**config.mk**
```make
export PLATFORM = sky130hd
export DESIGN_NAME = axi_wr_burst_flat
export DESIGN_NICKNAME = d
export VERILOG_FILES = /design/src/rtl/axi_wr_burst_if.sv /design/src/rtl/axi_wr_burst.sv /design/src/flat_wrapper.sv
export SDC_FILE = /design/constraint.sdc
export NUM_CORES = 1
export LEC_CHECK = 0
export ABC_CLOCK_PERIOD_IN_PS = 1500
export CAP_MARGIN = 20
export CELL_PAD_IN_SITES_DETAIL_PLACEMENT = 1
export CELL_PAD_IN_SITES_GLOBAL_PLACEMENT = 1
export CORE_AREA = 10 10 504 506
export DETAILED_ROUTE_END_ITERATION = 16
export DIE_AREA = 0 0 514 516
export HOLD_SLACK_MARGIN = 0.12
export PLACE_DENSITY_LB_ADDON = 0.3
export REMOVE_ABC_BUFFERS = 1
export SETUP_SLACK_MARGIN = 0.05
export SYNTH_ARGS = -nofsm -noshare
export SYNTH_HDL_FRONTEND = slang
export SYNTH_SLANG_ARGS = --single-unit
export TNS_END_PERCENT = 1
```
**constraint.sdc**
```tcl
create_clock -name clk -period 1.5 [get_ports clk]
set_input_delay 0.15 -clock clk [delete_from_list [all_inputs] [get_ports clk]]
set_output_delay 0.15 -clock clk [all_outputs]
set_load 0.03 [all_outputs]
```
**src/rtl/axi_wr_burst_if.sv**
```systemverilog
// AXI4 write-channel bundle (AW/W/B) between axi_wr_burst and host memory.
interface axi_wr_burst_if #(
  parameter int ADDR_WIDTH = 64,
  parameter int DATA_WIDTH = 512
);
  logic                    awvalid;
  logic                    awready;
  logic [ADDR_WIDTH-1:0]   awaddr;
  logic [7:0]              awlen;
  logic [2:0]              awsize;
  logic [1:0]              awburst;
  logic                    wvalid;
  logic                    wready;
  logic [DATA_WIDTH-1:0]   wdata;
  logic [DATA_WIDTH/8-1:0] wstrb;
  logic                    wlast;
  logic                    bvalid;
  logic                    bready;
  logic [1:0]              bresp;

  modport master (
    output awvalid, awaddr, awlen, awsize, awburst,
    input  awready,
    output wvalid, wdata, wstrb, wlast,
    input  wready,
    input  bvalid, bresp,
    output bready
  );

  modport slave (
    input  awvalid, awaddr, awlen, awsize, awburst,
    output awready,
    input  wvalid, wdata, wstrb, wlast,
    output wready,
    output bvalid, bresp,
    input  bready
  );
endinterface

```
**src/rtl/axi_wr_burst.sv**
```systemverilog
// AXI4 write master: upstream burst request + beat stream -> AW/W/B, one burst in flight.
// Define WR_SKID_EN to register the W path through a two-entry skid buffer.
module axi_wr_burst #(
  parameter int ADDR_WIDTH = 64,
  parameter int DATA_WIDTH = 512
) (
  input  logic                    clk,
  input  logic                    rst_n,
  input  logic                    wr_req,
  input  logic [ADDR_WIDTH-1:0]   wr_addr,
  input  logic [7:0]              wr_len,
  output logic                    wr_req_ack,
  input  logic [DATA_WIDTH-1:0]   wr_data,
  input  logic [DATA_WIDTH/8-1:0] wr_strobe,
  input  logic                    wr_wvalid,
  input  logic                    wr_last,
  output logic                    wr_ready,
  input  logic                    wr_bready,
  output logic                    wr_done,
  axi_wr_burst_if.master          m_axi,
  output logic                    err_last,
  output logic                    err_resp
);
  typedef enum logic [1:0] {S_IDLE, S_AW, S_W, S_B} state_t;

  state_t                state_q, state_d;
  logic [ADDR_WIDTH-1:0] awaddr_q, awaddr_d;
  logic [7:0]            awlen_q, awlen_d;
  logic [7:0]            beat_cnt_q, beat_cnt_d;
  logic                  ack_q, ack_d;
  logic                  done_q, done_d;
  logic                  err_last_q, err_last_d;
  logic                  err_resp_q, err_resp_d;

  logic in_w;
  logic in_hs;
  logic out_hs;
  logic beat_last;
  logic out_last_hs;
  logic unused_ok;

  assign in_w        = (state_q == S_W);
  assign in_hs       = wr_wvalid & wr_ready;
  assign out_hs      = m_axi.wvalid & m_axi.wready;
  // beat_cnt tracks beats accepted from upstream; this flags the final one of the burst
  assign beat_last   = (beat_cnt_q == awlen_q);
  assign out_last_hs = out_hs & m_axi.wlast;
  assign unused_ok   = &{1'b0, wr_bready, wr_addr[5:0]};

`ifdef WR_SKID_EN
  logic [DATA_WIDTH-1:0]   skid_data_q [0:1];
  logic [DATA_WIDTH/8-1:0] skid_strb_q [0:1];
  logic                    skid_last_q [0:1];
  logic                    wr_ptr_q, wr_ptr_d;
  logic                    rd_ptr_q, rd_ptr_d;
  logic [1:0]              cnt_q, cnt_d;
  logic                    in_done_q, in_done_d;

  // Upstream side sees only occupancy, never m_axi.wready
  assign wr_ready     = in_w & ~in_done_q & (cnt_q != 2'd2);
  assign m_axi.wvalid = (cnt_q != 2'd0);
  assign m_axi.wdata  = skid_data_q[rd_ptr_q];
  assign m_axi.wstrb  = skid_strb_q[rd_ptr_q];
  assign m_axi.wlast  = (cnt_q != 2'd0) & skid_last_q[rd_ptr_q];

  always_ff @(posedge clk) begin
    if (in_hs) begin
      skid_data_q[wr_ptr_q] <= wr_data;
      skid_strb_q[wr_ptr_q] <= wr_strobe;
      skid_last_q[wr_ptr_q] <= beat_last;
    end
  end

  always_comb begin
    wr_ptr_d  = wr_ptr_q ^ in_hs;
    rd_ptr_d  = rd_ptr_q ^ out_hs;
    cnt_d     = cnt_q + {1'b0, in_hs} - {1'b0, out_hs};
    in_done_d = in_done_q;
    if (in_hs && beat_last) begin
      in_done_d = 1'b1;
    end
    if (out_last_hs) begin
      in_done_d = 1'b0;
    end
  end

  always_ff @(posedge clk or negedge rst_n) begin
    if (!rst_n) begin
      wr_ptr_q  <= 1'b0;
      rd_ptr_q  <= 1'b0;
      cnt_q     <= 2'd0;
      in_done_q <= 1'b0;
    end else begin
      wr_ptr_q  <= wr_ptr_d;
      rd_ptr_q  <= rd_ptr_d;
      cnt_q     <= cnt_d;
      in_done_q <= in_done_d;
    end
  end
`else
  assign wr_ready     = in_w & m_axi.wready;
  assign m_axi.wvalid = in_w & wr_wvalid;
  assign m_axi.wdata  = wr_data;
  assign m_axi.wstrb  = wr_strobe;
  assign m_axi.wlast  = in_w & beat_last;
`endif

  always_comb begin
    state_d    = state_q;
    awaddr_d   = awaddr_q;
    awlen_d    = awlen_q;
    beat_cnt_d = beat_cnt_q;
    ack_d      = 1'b0;
    done_d     = 1'b0;
    err_last_d = err_last_q;
    err_resp_d = err_resp_q;

    if (in_hs) begin
      beat_cnt_d = beat_last ? 8'd0 : beat_cnt_q + 8'd1;
      if (wr_last != beat_last) begin
        err_last_d = 1'b1;
      end
    end

    case (state_q)
      S_IDLE: begin
        if (wr_req) begin
          awaddr_d = {wr_addr[ADDR_WIDTH-1:6], 6'b0};
          awlen_d  = wr_len;
          ack_d    = 1'b1;
          state_d  = S_AW;
        end
      end
      S_AW: begin
        if (m_axi.awready) begin
          state_d = S_W;
        end
      end
      S_W: begin
        if (out_last_hs) begin
          state_d = S_B;
        end
      end
      S_B: begin
        if (m_axi.bvalid) begin
          done_d  = 1'b1;
          state_d = S_IDLE;
          if (m_axi.bresp != 2'b00) begin
            err_resp_d = 1'b1;
          end
        end
      end
      default: state_d = S_IDLE;
    endcase
  end

  always_ff @(posedge clk or negedge rst_n) begin
    if (!rst_n) begin
      state_q    <= S_IDLE;
      awaddr_q   <= '0;
      awlen_q    <= 8'd0;
      beat_cnt_q <= 8'd0;
      ack_q      <= 1'b0;
      done_q     <= 1'b0;
      err_last_q <= 1'b0;
      err_resp_q <= 1'b0;
    end else begin
      state_q    <= state_d;
      awaddr_q   <= awaddr_d;
      awlen_q    <= awlen_d;
      beat_cnt_q <= beat_cnt_d;
      ack_q      <= ack_d;
      done_q     <= done_d;
      err_last_q <= err_last_d;
      err_resp_q <= err_resp_d;
    end
  end

  assign wr_req_ack    = ack_q;
  assign wr_done       = done_q;
  assign err_last      = err_last_q;
  assign err_resp      = err_resp_q;
  assign m_axi.awvalid = (state_q == S_AW);
  assign m_axi.awaddr  = awaddr_q;
  assign m_axi.awlen   = awlen_q;
  assign m_axi.awsize  = 3'b110;
  assign m_axi.awburst = 2'b01;
  assign m_axi.bready  = (state_q == S_B);
endmodule

```
**src/flat_wrapper.sv**
```systemverilog
// flat-port wrapper written by rule: the top's interface ports become plain ports
module axi_wr_burst_flat 
#(
  parameter int ADDR_WIDTH = 64,
  parameter int DATA_WIDTH = 512
)
  (clk, rst_n, wr_req, wr_addr, wr_len, wr_req_ack, wr_data, wr_strobe, wr_wvalid, wr_last, wr_ready, wr_bready, wr_done, err_last, err_resp, m_axi_awvalid, m_axi_awaddr, m_axi_awlen, m_axi_awsize, m_axi_awburst, m_axi_awready, m_axi_wvalid, m_axi_wdata, m_axi_wstrb, m_axi_wlast, m_axi_wready, m_axi_bvalid, m_axi_bresp, m_axi_bready);
  axi_wr_burst_if #(.ADDR_WIDTH(ADDR_WIDTH), .DATA_WIDTH(DATA_WIDTH)) m_axi_i ();
  input  logic clk;
  input  logic rst_n;
  input  logic wr_req;
  input  logic [ADDR_WIDTH-1:0] wr_addr;
  input  logic [7:0] wr_len;
  output logic wr_req_ack;
  input  logic [DATA_WIDTH-1:0] wr_data;
  input  logic [DATA_WIDTH/8-1:0] wr_strobe;
  input  logic wr_wvalid;
  input  logic wr_last;
  output logic wr_ready;
  input  logic wr_bready;
  output logic wr_done;
  output logic err_last;
  output logic err_resp;
  output wire logic [$bits(m_axi_i.awvalid)-1:0] m_axi_awvalid;
  output wire logic [$bits(m_axi_i.awaddr)-1:0] m_axi_awaddr;
  output wire logic [$bits(m_axi_i.awlen)-1:0] m_axi_awlen;
  output wire logic [$bits(m_axi_i.awsize)-1:0] m_axi_awsize;
  output wire logic [$bits(m_axi_i.awburst)-1:0] m_axi_awburst;
  input wire logic [$bits(m_axi_i.awready)-1:0] m_axi_awready;
  output wire logic [$bits(m_axi_i.wvalid)-1:0] m_axi_wvalid;
  output wire logic [$bits(m_axi_i.wdata)-1:0] m_axi_wdata;
  output wire logic [$bits(m_axi_i.wstrb)-1:0] m_axi_wstrb;
  output wire logic [$bits(m_axi_i.wlast)-1:0] m_axi_wlast;
  input wire logic [$bits(m_axi_i.wready)-1:0] m_axi_wready;
  input wire logic [$bits(m_axi_i.bvalid)-1:0] m_axi_bvalid;
  input wire logic [$bits(m_axi_i.bresp)-1:0] m_axi_bresp;
  output wire logic [$bits(m_axi_i.bready)-1:0] m_axi_bready;
  assign m_axi_awvalid = m_axi_i.awvalid;
  assign m_axi_awaddr = m_axi_i.awaddr;
  assign m_axi_awlen = m_axi_i.awlen;
  assign m_axi_awsize = m_axi_i.awsize;
  assign m_axi_awburst = m_axi_i.awburst;
  assign m_axi_i.awready = m_axi_awready;
  assign m_axi_wvalid = m_axi_i.wvalid;
  assign m_axi_wdata = m_axi_i.wdata;
  assign m_axi_wstrb = m_axi_i.wstrb;
  assign m_axi_wlast = m_axi_i.wlast;
  assign m_axi_i.wready = m_axi_wready;
  assign m_axi_i.bvalid = m_axi_bvalid;
  assign m_axi_i.bresp = m_axi_bresp;
  assign m_axi_bready = m_axi_i.bready;
  axi_wr_burst #(.ADDR_WIDTH(ADDR_WIDTH), .DATA_WIDTH(DATA_WIDTH)) u_core (.clk(clk), .rst_n(rst_n), .wr_req(wr_req), .wr_addr(wr_addr), .wr_len(wr_len), .wr_req_ack(wr_req_ack), .wr_data(wr_data), .wr_strobe(wr_strobe), .wr_wvalid(wr_wvalid), .wr_last(wr_last), .wr_ready(wr_ready), .wr_bready(wr_bready), .wr_done(wr_done), .m_axi(m_axi_i), .err_last(err_last), .err_resp(err_resp));
endmodule
```
== Word-level counts from Yosys, hierarchy flattened ==
Cells that the tools add are included.

* $add $sub $neg: 1
* Multipliers: 0
* Div/mod/pow operators: 0
* Magnitude comparators: 0
* Equality and inequality tests: 9
* Shifts and indexed selects: 0
* Mux-type cells: 10
* Bitwise operators: 6
* Reductions and logical operators: 6

{| class="wikitable"
|+ Operator list
! kind !! count
|-
| adder 8 x 1 -> 8 bit, second input constant || 1
|-
| equality test 8 bit || 1
|-
| two-way mux 2 bit || 4
|-
| two-way mux 8 bit || 1
|-
| case mux 2 bit (4 select lines) || 1
|-
| bitwise AND 1 bit || 6
|-
| inequality test 2 bit, second input constant || 3
|-
| equality test 2 bit, second input constant || 2
|-
| two-way mux 1 bit || 4
|-
| AND reduction 2 bit || 2
|-
| AND reduction 4 bit || 1
|-
| AND reduction 3 bit || 1
|-
| equality test 2 x 1 -> 1 bit, second input constant || 1
|-
| zero test 2 bit || 1
|-
| inequality test 2 x 1 -> 1 bit, second input constant || 1
|-
| nonzero test 2 bit || 1
|-
| inequality test 1 bit || 1
|}

* Flip-flop bits (word level): 80
* Latch bits: 0
* Bits in writable memories: 0
* Bits in read-only memories: 0
* Input port bits: 659
* Output and inout bits: 662
* Memories kept: 0

== Depth between registers and ports, before layout ==
* Word-level depth: 6
* Mapped depth: 7
* Depth with buffers taken out: 6

== Least setup slack after synthesis ==
OpenSTA, ideal clock, no wires.

* Path kind: reg-to-output
* From: reg u_core.awlen_q[0] (netlist: u_core.m_axi.awlen[0])
* To: out m_axi_wlast
* Arrival: 1.709 ns
* Required time: 1.350 ns
* Slack: -0.359 ns
* Stages on the path, launching flop included: 4
* Cells stage by stage: dfrtp_1 > xnor2_1 > nand4_2 > nor3_1

* Cells in the longest elaborated chain, start to end: 2

{| class="wikitable"
|+ RTL lines
! element !! RTL line !! text
|-
| from (decl) || axi_wr_burst.sv:28 || <nowiki>logic [7:0] awlen_q, awlen_d;</nowiki>
|-
| from (signal assigned) || axi_wr_burst.sv:170 || <nowiki>awlen_q <= awlen_d;</nowiki>
|-
| equality test 8 bit || axi_wr_burst.sv:46 || <nowiki>assign beat_last = (beat_cnt_q == awlen_q);</nowiki>
|-
| bitwise AND 1 bit || axi_wr_burst.sv:105 || <nowiki>assign m_axi.wlast = in_w & beat_last;</nowiki>
|-
| to (decl) || flat_wrapper.sv:33 || <nowiki>output wire logic [$bits(m_axi_i.wlast)-1:0] m_axi_wlast;</nowiki>
|}

No other way between the ends.

== Worst setup path after layout ==
* From: reg u_core.beat_cnt_q[5]
* To: out m_axi_wlast

* Cells in the longest elaborated chain, start to end: 2

{| class="wikitable"
|+ RTL lines
! element !! RTL line !! text
|-
| from (decl) || axi_wr_burst.sv:29 || <nowiki>logic [7:0] beat_cnt_q, beat_cnt_d;</nowiki>
|-
| from (signal assigned) || axi_wr_burst.sv:171 || <nowiki>beat_cnt_q <= beat_cnt_d;</nowiki>
|-
| equality test 8 bit || axi_wr_burst.sv:46 ||
|-
| bitwise AND 1 bit || axi_wr_burst.sv:105 ||
|}

No other way between the ends.

==> metrics.txt <==
Final period util=117%; setup TNS=-10.26 ns; VDD IR max=just under 0.0006 V; Starting Density=3.25%; Leak Pwr=2.98 nW; synth top area cells=buf_4 (56%), dfrtp_1 (25%), mux2_4 (5.5%), mux2_2 (5.2%), xnor2_1 (0.88%); routed len/inst=113 um; Die Ht=516 um; largest net degree at the start of global routing=27; unrepaired setup endpoints after global routing=yes; Crit Path Class=reg2out; IO Pins=1321; capturing point of the worst reg2reg path=u_core.state_q[0]; WP data required=1.35 ns; list of most frequent post-synthesis cells=buf_4 (588), dfrtp_1 (80), mux2_2 (37); max frequency=~570 MHz; htree depth=3; mux contribution to synthesized area=10.7%; main combinational cell family by area after synthesis=buffers and inverters; Post-Synth XOR/XNOR Area=0.883%; Overflow after GRT=0; PwrDens=1640 mW/mm2; worst rel slew slack=between 60 and 70%; I/O Buffers=150; synthesized flop and latch total=80; Adder-Cell Fraction of Synth Area=0.788%; Internal=9.57 mW; skew final=between 0.009 and 0.01 ns; CTS Root Cell=clkbuf_16; sequential-to-total area share from yosys stat=between 20% and 30%; CP Cell Sequence=xnor2_2, nand4_2, nor3_2, buf_4; Clk pwr share=14.6%; setup slack after layout=-0.252 ns; Final Hold Vio Count=0; Vias=around 6600; failing checks=setup timing; initial drt markers=slightly below 1000; DR pass1 iterations=4; share of Yosys cell area claimed by the top area cell type=55.6%; clock sinks=80; worst stage delay on the critical path=0.45 ns; highest metal used=met5; Unique masters post-synth=38; vias per std cell=1.79; Critical Path AT=approximately 1.6 ns; Critical Path Slowest Stage Cell=dfrtp_2; # Max-Cap Violations=0; status=finished with violations; Final min period=1.75 ns; Core Footprint=0.244 mm2; combinational power share=61.0%; Synth Instances=835; Synth Area in Compound Gates=1.88%; Worst Hold Class=in2async; Residual DRC=0; first-pass GRT wire length=approximately 430 mm; final wirelength=416 mm; initial antenna violation count=36; Post-synth EDFFs=0; dpl hpwl=between 400 and 500 mm; clk_lat worst skew=0.38 ns; all-layer global routing usage=30.1%; Rows=182; final setup fails=73; RePlAce Congestion=1.36; critical path launch point type=flop; Post-DRT Antenna Nets=0; Num CTS Buffers=9; Worst setup endpoint=m_axi_wlast; DP Cell Count=~3700; Avg Inst Size Synth=~9.5 um2; R2R cell count=6; Clk pin slew, worst setup/hold paths=0.08 ns; fin nets=1123; number of global-route vias before repair=5023; Synth Warn #=0; Seq pwr share=24.4%; share of layout cells above drive strength 1=a little under half; Critical Path Fanout Max=3; clk buf depth=2; Hold Worst Slack=0.289 ns; CP Capture Type=output pin; max-slew violations=0; Final Non-Filler Cells=between 3000 and 4000; reg2reg setup slack=-0.21 ns; Critical Path Source=u_core.beat_cnt_q[5]; Met2 Routed Length=218 mm; Die Span X=514 um; sw frac=approximately 44%; routed wl met3=~130 mm; leading register cell type out of synthesis=dfrtp_1; Post-Synth Simple-Gate Area=3.78%; wl on met1=~21 mm; Synth area leader=buf_4; Async SR Flop Fraction=100%; CTS tree=built; Switching Power=7.56 mW; R2R Path Start=u_core.state_q[0]; most frequent cell after synthesis=buf_4; Worst Tran Pin Value=0.536 ns; area delta synth->final=31.4%; cell area after synthesis=0.00794 mm2; DIE AREA=0.265 mm2
## state kept, by name, summed over array words and instances (netlist names)
name and cells:
u_core.wr_req_ack 1, u_core.wr_done 1, u_core.m_axi.awlen 8, u_core.beat_cnt_q 8
u_core.m_axi.awaddr 58, u_core.err_resp 1, u_core.state_q 2, u_core.err_last 1
## cells in the final DEF (no fill, tap or decap), types with 2 or more instances in the layout
cell	count
nand3_2	2
o31a_1	2
nor3_2	3
xnor2_2	7
buf_4	40
dlygate4sd2_1	26
clkdlybuf4s50_1	74
inv_2	2
buf_12	46
buf_6	9
o211ai_1	3
nor2_1	2
diode_2	7
mux2_2	13
ha_1	2
nor4_2	3
o21ai_0	3
o21ai_1	5
nand2_1	18
nor2b_1	3
and2_4	4
clkdlybuf4s15_2	5
clkbuf_16	9
nand3_1	2
ha_4	2
o22ai_1	3
conb_1	11
dfrtp_1	79
clkinvlp_4	2
mux2_4	53
nand4_2	2
## metal layers
layer	track usage [%]	up-vias
li1	-	1297
met1	3.69	2475
met2	57.2	2426
met3	45.7	311
met4	20.3	88
met5	20.5	-
## per-stage QoR
stage | worst slack [ns] | utilization, % | total power [mW] | instance area [um2]
floorplan | -1.68 | - | 7.86 | 3490
global placement | -0.228 | 4.03 | 14.5 | 9840
detailed placement | -0.199 | 4.03 | 14.5 | 9840
CTS | -0.300 | 4.23 | 17.3 | 10300
global route | -0.327 | 4.26 | 17.6 | 10400
finish | -0.252 | 4.27 | 17.1 | 10400
## timing repair
item | CTS | global route
resized for setup | 87 | 23
pin swaps | 11 | 1
setup buffers | 2 | 0
hold buffers | 1 | 0
endpoints found under the hold margin | 46 | 0
endpoints found under the setup margin | 114 | 83
## cell families (layout without fill, tap and decap cells)
family / Yosys count / after routing
compound gates: 23 / 23
fa+ha+maj: 5 / 5
mux: 66 / 66
buf+inv: 600 / 220
simple gates: 51 / 51
flops: 80 / 80
xor+xnor: 8 / 8
other cells: 2 / 18
## critical path, delay by kind of cell (launching register included)
family	cells	cell delay [ns]
flip-flops	1	0.45
XOR/XNOR	1	0.18
AND/OR/NAND/NOR	2	0.39
buffers and inverters	1	0.20
## power by group through the flow
| stage | Combinational (mW) | Sequential [mW] | Clock, mW |
|---|---|---|---|
| after CTS | 10.5 | 4.18 | 2.58 |
| after floorplan | 2.27 | 5.58 | 0 |
| final | 10.4 | 4.18 | 2.51 |
| after global placement | 10.3 | 4.20 | 0 |
| after detailed placement | 10.3 | 4.18 | 0 |
| after global routing | 10.7 | 4.29 | 2.64 |
## final cells by class
cell class	count	area, um2
inverters	3	11.3
fillers	28912	234000
clock buffers	10	239
diodes	7	17.5
repair buffers	201	2360
clock inverters	6	67.6
multi-input cells	164	1710
flip-flops and latches	80	2000
well taps	3220	4030
## worst min path at each step
stage	from	to	slack, ns	cells after the start
floorplan	rst_n	u_core.beat_cnt_q[0]	-0.15	0
global placement	rst_n	u_core.beat_cnt_q[2]	0.15	1
detailed placement	rst_n	u_core.beat_cnt_q[2]	0.14	1
CTS	rst_n	u_core.beat_cnt_q[2]	0.30	2
global route	rst_n	u_core.beat_cnt_q[2]	0.30	2
finish	rst_n	u_core.beat_cnt_q[2]	0.29	2
Note: power is estimated with default switching activity, not from simulation.
